--- config.mk ---
export PLATFORM = sky130hd
export DESIGN_NAME = prod_rettangoli
export DESIGN_NICKNAME = d
export VERILOG_FILES = /design/src/rtl/prod_rettangoli_pkg.sv /design/src/rtl/prod_rettangoli_coppia.sv /design/src/rtl/prod_rettangoli.sv
export SDC_FILE = /design/constraint.sdc
export NUM_CORES = 1
export LEC_CHECK = 0
export ABC_AREA = 1
export BUFFER_PORTS_ARGS = -buffer_cell sky130_fd_sc_hd__buf_4
export CAP_MARGIN = 15
export CORE_UTILIZATION = 25
export DETAILED_ROUTE_END_ITERATION = 8
export SLEW_MARGIN = 20
export SYNTH_ARGS = -nofsm -noshare
export SYNTH_HDL_FRONTEND = slang
export SYNTH_SLANG_ARGS = --single-unit
--- constraint.sdc ---
create_clock -name clock -period 1.9 [get_ports clock]
set_input_delay 0.19 -clock clock [delete_from_list [all_inputs] [get_ports clock]]
set_output_delay 0.19 -clock clock [all_outputs]
set_load 0.005 [all_outputs]
--- src/rtl/prod_rettangoli_pkg.sv ---
// Shared constants for the rectangle-pair producer: bus widths, FSM state
// encodings and the pair-count clamp.
package prod_rettangoli_pkg;

  localparam int N_W = 5;
  localparam int S_W = 10;
  localparam int D_W = 4;
  localparam int P_W = 6;

  localparam logic [N_W-1:0] N_MAX = 5'd16;

  localparam logic [2:0] S_IDLE = 3'd0;
  localparam logic [2:0] S_WRDY = 3'd1;
  localparam logic [2:0] S_PRES = 3'd2;
  localparam logic [2:0] S_WACK = 3'd3;
  localparam logic [2:0] S_WEND = 3'd4;

  // Requests beyond a full sequence of 16 pairs are saturated.
  function automatic logic [N_W-1:0] clamp_n(input logic [N_W-1:0] n_in);
    logic [N_W-1:0] n_out;
    if (n_in > N_MAX) begin
      n_out = N_MAX;
    end else begin
      n_out = n_in;
    end
    return n_out;
  endfunction

endpackage

--- src/rtl/prod_rettangoli_coppia.sv ---
// Next rectangle pair generator: a rises and b falls by k, both wrapping
// modulo 16.
module rc_prossima_coppia
  import prod_rettangoli_pkg::*;
(
  input  logic [D_W-1:0] a0,
  input  logic [D_W-1:0] b0,
  input  logic [D_W-1:0] k,
  output logic [D_W-1:0] a,
  output logic [D_W-1:0] b
);

  // The 4-bit adder and subtractor wrap naturally.
  always_comb begin
    a = a0 + k;
    b = b0 - k;
  end

endmodule

--- src/rtl/prod_rettangoli.sv ---
// Producer side of the dav_/rfd handshake: sends n rectangle pairs to the
// perimeter unit and accumulates the perimeters it returns.
module prod_rettangoli
  import prod_rettangoli_pkg::*;
(
  input  logic           clock,
  input  logic           reset_,
  input  logic           start,
  input  logic [D_W-1:0] a0,
  input  logic [D_W-1:0] b0,
  input  logic [N_W-1:0] n,
  output logic [D_W-1:0] a,
  output logic [D_W-1:0] b,
  output logic           dav_,
  input  logic           rfd,
  input  logic [P_W-1:0] p,
  output logic [S_W-1:0] sum,
  output logic           done
);

  logic [2:0]     state_r,  state_s;
  logic [D_W-1:0] a0_r,     a0_s;
  logic [D_W-1:0] b0_r,     b0_s;
  logic [N_W-1:0] n_r,      n_s;
  logic [N_W-1:0] count_r,  count_s;
  logic [D_W-1:0] a_r,      a_s;
  logic [D_W-1:0] b_r,      b_s;
  logic [S_W-1:0] sum_r,    sum_s;
  logic           dav_n_r,  dav_n_s;
  logic           done_r,   done_s;

  logic [N_W-1:0] count_inc_s;
  logic [N_W-1:0] n_clamp_s;
  logic [D_W-1:0] next_a_s;
  logic [D_W-1:0] next_b_s;
  logic [S_W-1:0] p_ext_s;

  assign count_inc_s = count_r + 5'd1;
  assign n_clamp_s   = clamp_n(n);
  assign p_ext_s     = {{(S_W-P_W){1'b0}}, p};

  // Pair index count_r+1 is the one loaded when the current handshake ends.
  rc_prossima_coppia u_coppia (
    .a0 (a0_r),
    .b0 (b0_r),
    .k  (count_inc_s[D_W-1:0]),
    .a  (next_a_s),
    .b  (next_b_s)
  );

  // Next-state and next-output decode of the handshake FSM.
  always_comb begin
    state_s = state_r;
    a0_s    = a0_r;
    b0_s    = b0_r;
    n_s     = n_r;
    count_s = count_r;
    a_s     = a_r;
    b_s     = b_r;
    sum_s   = sum_r;
    dav_n_s = dav_n_r;
    done_s  = done_r;

    case (state_r)
      S_IDLE: begin
        if (start) begin
          a0_s    = a0;
          b0_s    = b0;
          n_s     = n_clamp_s;
          count_s = {N_W{1'b0}};
          sum_s   = {S_W{1'b0}};
          if (n_clamp_s == {N_W{1'b0}}) begin
            done_s  = 1'b1;
            state_s = S_IDLE;
          end else begin
            done_s  = 1'b0;
            a_s     = a0;
            b_s     = b0;
            state_s = S_WRDY;
          end
        end else begin
          state_s = S_IDLE;
        end
      end

      S_WRDY: begin
        if (rfd) begin
          state_s = S_PRES;
        end else begin
          state_s = S_WRDY;
        end
      end

      S_PRES: begin
        dav_n_s = 1'b0;
        state_s = S_WACK;
      end

      S_WACK: begin
        if (!rfd) begin
          dav_n_s = 1'b1;
          state_s = S_WEND;
        end else begin
          state_s = S_WACK;
        end
      end

      S_WEND: begin
        if (rfd) begin
          sum_s   = sum_r + p_ext_s;
          count_s = count_inc_s;
          if (count_inc_s == n_r) begin
            done_s  = 1'b1;
            state_s = S_IDLE;
          end else begin
            a_s     = next_a_s;
            b_s     = next_b_s;
            state_s = S_PRES;
          end
        end else begin
          state_s = S_WEND;
        end
      end

      default: begin
        dav_n_s = 1'b1;
        state_s = S_IDLE;
      end
    endcase
  end

  // State and output registers.
  always_ff @(posedge clock or negedge reset_) begin
    if (!reset_) begin
      state_r <= S_IDLE;
      a0_r    <= {D_W{1'b0}};
      b0_r    <= {D_W{1'b0}};
      n_r     <= {N_W{1'b0}};
      count_r <= {N_W{1'b0}};
      a_r     <= {D_W{1'b0}};
      b_r     <= {D_W{1'b0}};
      sum_r   <= {S_W{1'b0}};
      dav_n_r <= 1'b1;
      done_r  <= 1'b0;
    end else begin
      state_r <= state_s;
      a0_r    <= a0_s;
      b0_r    <= b0_s;
      n_r     <= n_s;
      count_r <= count_s;
      a_r     <= a_s;
      b_r     <= b_s;
      sum_r   <= sum_s;
      dav_n_r <= dav_n_s;
      done_r  <= done_s;
    end
  end

  assign a    = a_r;
  assign b    = b_r;
  assign dav_ = dav_n_r;
  assign sum  = sum_r;
  assign done = done_r;

endmodule

==> results by group <==
Logic synthesis
  • Register area share after synthesis: 41.9%
  • Ys flop type: dfrtp_1
  • Post-synth EDFFs: 0
  • Synth top area cells: dfrtp_1, nand2_1, ha_1
  • Xor/xnor share of the synthesized area: 1.07%
  • Area share of the largest cell type after synthesis: 40.8%
  • Synth Area per Inst: 7.84 µm²
  • Mux cell area share after synthesis: 0%
  • Synth cell types: 33
  • Post-Syn Instances: 313
  • Main combinational cell family by area after synthesis: simple AND/OR/NAND/NOR gates
  • Post-Syn Area: roughly 0.0025 mm²
  • Cell taking the most area after synthesis: dfrtp_1
  • Synth Area in Simple Gates: approximately 28%
  • Synthesized Nets: about 350
  • Synth Area in Adders: 9.08%
  • Warnings from Yosys: 0
  • Async SR Flop Fraction: 100%
  • Synthesized flop and latch total: between 40 and 50
  • Synth Area in Compound Gates: 11.4%

CTS
  • CTS root buffer: clkbuf_8
  • Clock sinks: 41
  • CTS clk-pin slew, worst paths: 0.09 ns
  • TritonCTS clock tree: yes
  • Num CTS Buffers: 5
  • Clk buf depth: 2
  • Worst skew pair latency: 0.30 ns
  • H-tree Lvls: 2

Finish
  • Final nets: 411
  • Footprint of the multi-input gates: 0.00126 mm²
  • Ant. Diodes: 0
  • Layout cells sized above 1: 26.3%
  • Util after Layout: 33.8%
  • Fill count: 1,020
  • FF+latch area: around 0.001 mm²
  • Synth-to-Final Area Change: 29.3%

Setup path
  • WP data required: 2.10 ns
  • Critical Path Source Type: register
  • Critical Path Source: count_r[0]
  • R2R Path End: b[2]
  • Reg2Reg Setup Slack: 0.09 ns
  • CP endpoint kind: register
  • Max FO, Critical Path: 6
  • Register-to-Register Path Depth: 8
  • FF-to-FF Start: count_r[0]
  • Setup Crit Path Kind: register to register
  • Crit path DAT: roughly 2 ns

Timing
  • Fmax: 554 MHz
  • Slew Limit Fails: 0
  • Unrepaired setup endpoints after global routing: yes
  • Hold Slack: 0.0708 ns
  • Final period utilization: 95.0%
  • Final setup fails: 0
  • Slew at the pin closest to its max-slew limit: around 0.55 ns
  • Tmin final: 1.81 ns
  • Rel. slew slack: 63.6%
  • Final hold violation count: 0
  • Worst Clk Skew: ~0.0096 ns

Placement
  • DP HPWL: 4280 µm
  • Routability congestion estimate: 0.856
  • Port Buffers: 42

Routing
  • Vias per cell: roughly 4.4
  • Routed Antenna Nets: 0
  • WL final: 5720 µm
  • First drt pass iteration count: 4
  • Drt initial violations: a little under 90
  • WL/cell: roughly 11 µm
  • Remaining DRCs: 0
  • Via count: between 2,000 and 2,500

GRT
  • Initial antenna violation count: 0
  • First-pass GRT wire length: 9810 µm
  • Largest net degree at the start of global routing: 42
  • Vias in the first global route: 2,139
  • Gr ovfl total: 0
  • Gr usage total: 12.2%

Flow run
  • Max_cap viols: 0

Power and ir drop
  • LEAKAGE: 1.65 nW
  • Pwr Total: 4.31 mW
  • VDD IR-drop max: approximately 0.35 mV
  • Cell Pwr Density: 1360 mW/mm²

Hold path
  • Worst hold stages: 2
  • Worst Hold Launch: rfd
  • Hold EP: state_r[2]
  • Worst hold path class: input pin to register

Floorplan
  • Die W: 101 µm
  • Initial Util: 26.2%
  • Row count: 35
  • Die height: 101 µm
  • Full die area: 0.0102 mm²
  • Core Box Area: 0.00937 mm²
  • IO Pins: 43

Run status
  • Status: completed
Yosys cell counts (2+ instances only):
cell type  count
nand2_1       96
dfrtp_1       40
inv_1         37
o21ai_0       23
nor2_1        21
nand3_1       17
a21oi_1       15
ha_1          13
nand2_2        5
nand4_1        5
nor2_2         4
o22ai_1        4
buf_6          3
fa_1           3
nor3_1         3
xor2_1         3
a21o_1         2
inv_2          2
nor2_4         2
o21ai_2        2
critical path, stage by stage (launching register included):
cell and delay, ns:
dfrtp_1 0.41, buf_4 0.17, inv_2 0.09, ha_1 0.16, inv_1 0.07, fa_1 0.38, xor2_1 0.17, a21oi_1 0.18
o21ai_2 0.07
per-stage QoR:
stage | setup TNS, ns | instance area (µm²) | setup WS (ns) | cells
6_report | 0 | 3170 | 0.0945 | 502
5_1_grt | -0.0256 | 3170 | -0.0108 | 502
4_1_cts | 0 | 3110 | 0.0201 | 497
3_5_place_dp | -0.0406 | 2950 | -0.0406 | 488
3_3_place_gp | 0 | 2950 | 0.0186 | 488
2_1_floorplan | 0 | 2450 | 0.0452 | 313
per-layer routing:
layer  track usage, %  wire, µm  vias up
met5                0         0        -
met3             2.57       199        6
li1                 -         -     1129
met4             3.68        72        0
met1             15.9      2730     1013
met2             20.0      2720       38
logic make-up (layout without fill, tap and decap cells):
group,after synthesis,in the layout
AO/OA/AOI/OAI,50,50
XOR/XNOR,3,3
adder cells (fa/ha/maj),16,16
buffers and inverters,45,105
flip-flops,41,41
AND/OR/NAND/NOR,158,158
worst max-delay path by stage:
stage	to	slack [ns]	depth (start not counted)
after floorplan	b[3]	0.05	10
after global placement	b[3]	0.02	10
after detailed placement	b[3]	-0.04	10
after CTS	b[2]	0.02	8
after global routing	sum[6]	-0.01	13
final	b[2]	0.09	8
repair_timing:
item	4_1_cts	5_1_grt
hold buffers	1	0
hold endpoints to repair	40	0
resized for setup	2	14
pin swaps	0	11
setup endpoints to repair	1	10
buffers inserted	0	5
power breakdown:
part	total (mW)	internal, mW	switching (mW)
combinational	2.00	0.907	1.09
clock	0.842	0.522	0.320
sequential	1.46	1.20	0.259
total	4.31	2.63	1.67
flip-flops by register name, summed over array words and instances, names as in the netlist:
| register | count |
|---|---|
| sum | 10 |
| done | 1 |
| dav_ | 1 |
| b | 4 |
| b0_r | 4 |
| state_r | 3 |
| a | 4 |
| count_r | 5 |
| n_r | 5 |
| a0_r | 4 |
cell usage in the layout, fill, tap and decap left out, types with 4 or more instances in the layout:
master,count
a21oi_1,13
buf_4,55
clkbuf_8,5
dfrtp_1,40
ha_1,11
inv_1,32
inv_2,7
nand2_1,94
nand2_2,7
nand3_1,16
nand4_1,5
nor2_1,21
nor2_2,4
o21ai_0,21
o22ai_1,4
cell type report:
class                      count  area share (%)
multi-input combinational    227            39.7
timing repair buffer          57            13.7
inverter                      40            4.89
clock buffer                   5            2.17
sequential                    41            32.4
clock inverter                 3            2.05
tap                          129            5.09
No activity file was read; power rests on OpenSTA's default activity.
